File: src/rtl/pipeline_skid_register.sv
// ---------------------------------------------------------------------------
// pipeline_skid_register
//
// Carries a PC/instruction pair from one pipeline stage to the next over a
// valid/ready handshake. Two entries are held: main drives the out_* ports and
// skid catches the one beat that arrives in the cycle downstream stalls. This
// keeps in_ready a pure decode of registered state, with no combinational path
// from out_ready, while still sustaining one entry per cycle.
// A synchronous flush empties the stage. The empty stage shows pc=0 and a NOP.
//
// Ports:
//   clock      in   rising-edge clock
//   reset      in   asynchronous active-high reset
//   flush      in   synchronous squash of held and incoming entries
//   in_valid   in   upstream presents in_pc/in_instr
//   in_ready   out  stage can accept (registered decode)
//   in_pc      in   [PC_W-1:0]     upstream PC
//   in_instr   in   [INSTR_W-1:0]  upstream instruction
//   out_valid  out  out_pc/out_instr hold a live entry
//   out_ready  in   downstream accepts
//   out_pc     out  [PC_W-1:0]     PC of the head entry
//   out_instr  out  [INSTR_W-1:0]  instruction of the head entry
//   occupancy  out  [1:0]          number of held entries (0..2)
// ---------------------------------------------------------------------------
module pipeline_skid_register #(
  parameter int unsigned PC_W      = 32,
  parameter int unsigned INSTR_W   = 32,
  parameter logic [31:0] NOP_INSTR = 32'h0000_0013
) (
  input  logic               clock,
  input  logic               reset,
  input  logic               flush,
  input  logic               in_valid,
  output logic               in_ready,
  input  logic [PC_W-1:0]    in_pc,
  input  logic [INSTR_W-1:0] in_instr,
  output logic               out_valid,
  input  logic               out_ready,
  output logic [PC_W-1:0]    out_pc,
  output logic [INSTR_W-1:0] out_instr,
  output logic [1:0]         occupancy
);

  // The NOP is truncated or zero-extended to the instruction width.
  localparam logic [INSTR_W-1:0] NOP = INSTR_W'(NOP_INSTR);

  // The encoding equals the number of held entries, so occupancy is the state.
  typedef enum logic [1:0] {
    EMPTY = 2'd0,
    ONE   = 2'd1,
    FULL  = 2'd2
  } state_t;

  state_t             state, state_next;
  logic [PC_W-1:0]    main_pc,    skid_pc;
  logic [INSTR_W-1:0] main_instr, skid_instr;
  logic               acc_in, acc_out;

  assign acc_in  = in_valid  && in_ready;
  assign acc_out = out_valid && out_ready;

  // State register.
  // NOTE: sequential state uses non-blocking (<=) so every register samples
  // pre-edge values; blocking here would create order-dependent simulation.
  always_ff @(posedge clock or posedge reset) begin
    if (reset) state <= EMPTY;
    else       state <= state_next;
  end

  // Next-state logic. Flush dominates every handshake event.
  // NOTE: the default assignment first keeps this block free of inferred
  // latches on any path the case statement does not cover.
  always_comb begin
    state_next = state;
    if (flush) begin
      state_next = EMPTY;
    end else begin
      unique case (state)
        EMPTY: if (acc_in) state_next = ONE;
        ONE: begin
          if (acc_in && !acc_out)      state_next = FULL;
          else if (!acc_in && acc_out) state_next = EMPTY;
        end
        FULL:  if (acc_out) state_next = ONE;
        default: state_next = EMPTY;
      endcase
    end
  end

  // Payload registers. in_valid is ignored in FULL because in_ready is low,
  // so acc_in already excludes it.
  // NOTE: the payload is reset (not left undefined) so an empty or reset
  // stage presents pc=0 and a NOP to a decoder that ignores out_valid.
  always_ff @(posedge clock or posedge reset) begin
    if (reset) begin
      main_pc    <= '0;
      main_instr <= NOP;
      skid_pc    <= '0;
      skid_instr <= NOP;
    end else if (flush) begin
      main_pc    <= '0;
      main_instr <= NOP;
      skid_pc    <= '0;
      skid_instr <= NOP;
    end else begin
      unique case (state)
        EMPTY: begin
          if (acc_in) begin
            main_pc    <= in_pc;
            main_instr <= in_instr;
          end
        end
        ONE: begin
          if (acc_in && acc_out) begin
            main_pc    <= in_pc;
            main_instr <= in_instr;
          end else if (acc_in) begin
            // Downstream stalled: park the new beat behind the head.
            skid_pc    <= in_pc;
            skid_instr <= in_instr;
          end else if (acc_out) begin
            main_pc    <= '0;
            main_instr <= NOP;
          end
        end
        FULL: begin
          if (acc_out) begin
            main_pc    <= skid_pc;
            main_instr <= skid_instr;
          end
        end
        default: ;
      endcase
    end
  end

  // Outputs are pure decodes of registered state and the main entry.
  always_comb begin
    in_ready  = (state != FULL);
    out_valid = (state != EMPTY);
    occupancy = state;
    out_pc    = main_pc;
    out_instr = main_instr;
  end

endmodule

File: config.mk
export PLATFORM = sky130hd
export DESIGN_NAME = pipeline_skid_register
export DESIGN_NICKNAME = d
export VERILOG_FILES = /design/src/rtl/pipeline_skid_register.sv
export SDC_FILE = /design/constraint.sdc
export NUM_CORES = 1
export LEC_CHECK = 0
export ABC_AREA = 1
export CAP_MARGIN = 20
export CORE_ASPECT_RATIO = 1.2
export CORE_MARGIN = 5
export CORE_UTILIZATION = 51
export DETAILED_ROUTE_END_ITERATION = 8
export PLACE_DENSITY = 0.89
export SETUP_SLACK_MARGIN = 0.05
export SLEW_MARGIN = 20
export SYNTH_ARGS = -nofsm -noshare
export SYNTH_HDL_FRONTEND = slang
export SYNTH_SLANG_ARGS = --single-unit
File: constraint.sdc
create_clock -name clock -period 4.2 [get_ports clock]
set_input_delay 0.42 -clock clock [delete_from_list [all_inputs] [get_ports clock]]
set_output_delay 0.42 -clock clock [all_outputs]
set_load 0.005 [all_outputs]
==> results.md <==
* Outcome: completed
* Synthesized area per cell at between 7 and 8 sq um
* Startpoint types: register
* Fraction of registers with async set/reset at between 90% and 100%
* Root buf cell: clkbuf_16
* Fmax at approximately 390 MHz
* Top FF cell, synth: dfrtp_1
* Worst-path clk slew at approximately 60 ps
* Worst skew pair latency at between 400 and 500 ps
* Syn-to-layout area delta at 31.1%
* Most used cell, CP: nand2_1
* GR Overflow Total at 0
* Maximum fanout along the worst path at 35
* CTS tree: built
* Fillers at 959
* Row Count at 44
* Cell Area, Placed at 0.00759 sq mm
* WL per Instance at around 16 um
* DRT Pass-1 Iters at 5
* Vias per cell at around 5.3
* Synth warn at 0
* Synth top area cells: dfrtp_1 (49%), nand2_1 (24%), nand3_1 (15%)
* Die height at 132 um
* Min-delay worst type: reg -> reg
* R2r setup slk at approximately 1600 ps
* Number of distinct library cells after synthesis at 21
* Nets at about 1000
* DRT antenna net count at 0
* Hold Buf Count CTS at 0
* Final period utilization at 61.3%
* I/O Buffers at 136
* DRT iter0 DRCs at about 520
* Slowest CP cell: nand2_2
* Worst setup EP type: register
* Crit path arrival time at between 2000 and 3000 ps
* Max Root-Sink Buffers at 2
* PD cells at roughly 700 mW/mm^2
* Vias in the first global route at approximately 5600
* Critical setup path kind: reg -> reg
* Pleak at 0.00434 uW
* Core Footprint at ~0.012 sq mm
* Syn_nets at 895
* Post-CTS setup buffer count at 0
* Io pins at 137
* Final setup violating endpoints at 0
* CP cell instances: inv_1 > ha_1 > inv_2 > nand2_2 > inv_1 > nand2_1 > nand2_2 > buf_4 > nand3_1 > nand2_1 > nand3_1 > nand2_1
* Post-synth top area share at between 40% and 50%
* GRT Util Overall at about a quarter
* RSZ-0062 raised after global routing: false
* Number of synthesized register bits at 130
* CTS buffer count at 17
* Top cell type by total area after synthesis: dfrtp_1
* Initial antenna violation count at 0
* WP data required at roughly 4600 ps
* Htree depth at 4
* DRC Markers at 0
* Top-count cell post-synth: nand2_1
* Post-synth top cells: nand2_1 (400), nand3_1 (193), dfrtp_1 (124), buf_2 (33)
* DR vias at ~5900
* Hpwl dp at 9880 um
* Gp weighted congestion at 0.891
* Die ar. at 0.0147 sq mm
* Skew final at between 6 and 7 ps
* Max incr delay on CP at 560 ps
* Pin count of the biggest net entering global routing at 83
* Total wire length at 17100 um
* Slew @ Worst Pin at about 930 ps
* Initial Utilization at between 50% and 60%
* Hold Fails Final Rpt at 0
* Die width at between 100 and 150 um
* Fin crit period at 2570 ps
* First-pass GRT wire length at ~28000 um
* Post-cts sizing count at 0
* Cell area after layout at roughly 0.0083 sq mm
* Share of layout cells above drive strength 1 at under 10%
* Tot Pwr at between 5000 and 6000 uW
* Diodes inserted at 0
* Rel. slew slack at a little under two fifths
* Clock tree sinks at 130
* EDFF count, synth at 0
* Max Slew Vio Count at 0
* Mapped cell area at ~0.0063 sq mm
* Max-cap check violation count at 0
* Setup_tns at 0 ps
* Peak supply drop at approximately 0.0008 V
* Syn Inst Count at 821
* Post-synthesis sequential area ratio at around half
-- power breakdown --
part | internal (uW) | leakage, uW | switching, uW
Clock | 1030 | 0.000298 | 557
Sequential | 1660 | 0.00175 | 243
Combinational | 999 | 0.00229 | 1360
-- final cells by class --
cell class | instances | area (sq um) | area share [%]
sequential | 130 | 3260 | 39.5
multi-input combinational | 618 | 2650 | 32.1
timing repair buffer | 144 | 1430 | 17.4
clock buffer | 20 | 457 | 5.53
tap | 161 | 201 | 2.44
clock inverter | 12 | 181 | 2.20
inverter | 16 | 70.1 | 0.849
-- layer usage --
metal  wire [um]  track usage (%)
met5           0                0
met4         378             9.60
met3        1080             4.97
met2        8350             36.5
met1        7300             32.2
-- sequential cells by signal, summed over array words and instances, names as in the netlist --
name and count:
skid_instr 32, skid_pc 32, out_instr 32, out_pc 32, occupancy 2
-- layout by cell type, fill, tap and decap left out, drive strengths merged, types with 2 or more instances in the layout --
cell type,Yosys,layout
dfrtp,124,124
bufinv,0,4
ha,5,5
clkdlybuf4s50,0,136
clkinv,2,7
clkbuf,11,20
dfstp,6,6
o22a,2,2
o21ai,2,2
nand2,402,402
clkinvlp,0,4
buf,46,8
nand3,193,193
nor2,11,11
inv,14,13
-- metrics by stage --
stage / hold slack [ps] / worst slack (ps) / instances / util [%]
floorplan: 456 / 321 / 821 / -
global placement: 454 / 1260 / 1068 / 62.7
detailed placement: 457 / 1190 / 1068 / 62.7
CTS: 472 / 1610 / 1100 / 67.9
global route: 481 / 1370 / 1101 / 68.1
finish: 472 / 1630 / 1101 / 68.1
-- critical path: cells and delay by family (launching register included) --
kind,cells,cell delay (ps)
adder cells (fa/ha/maj),1,300
flip-flops,1,420
buffers and inverters,4,690
AND/OR/NAND/NOR,7,1060
-- cells by family (layout without fill, tap and decap cells) --
group                    Yosys count  count (layout)  share of synthesized area [%]
AND/OR/NAND/NOR                  608             608                           40.4
flip-flops                       130             130                           51.8
buffers and inverters             73             192                           6.26
adder cells (fa/ha/maj)            5               5                          0.994
AO/OA/AOI/OAI                      5               5                          0.517
-- worst paths after layout --
kind | start | end | depth (start not counted)
worst max-delay path | occupancy[0] | out_pc[21] | 12
worst min-delay path | out_instr[0] | out_instr[0] | 2
worst max register to register | occupancy[0] | out_pc[21] | 12
worst min register to register | out_instr[0] | out_instr[0] | 2
max in group asynchronous | reset | out_instr[1] | 3
min in group asynchronous | reset | skid_instr[14] | 2
Power figures use the tool's default switching activity.
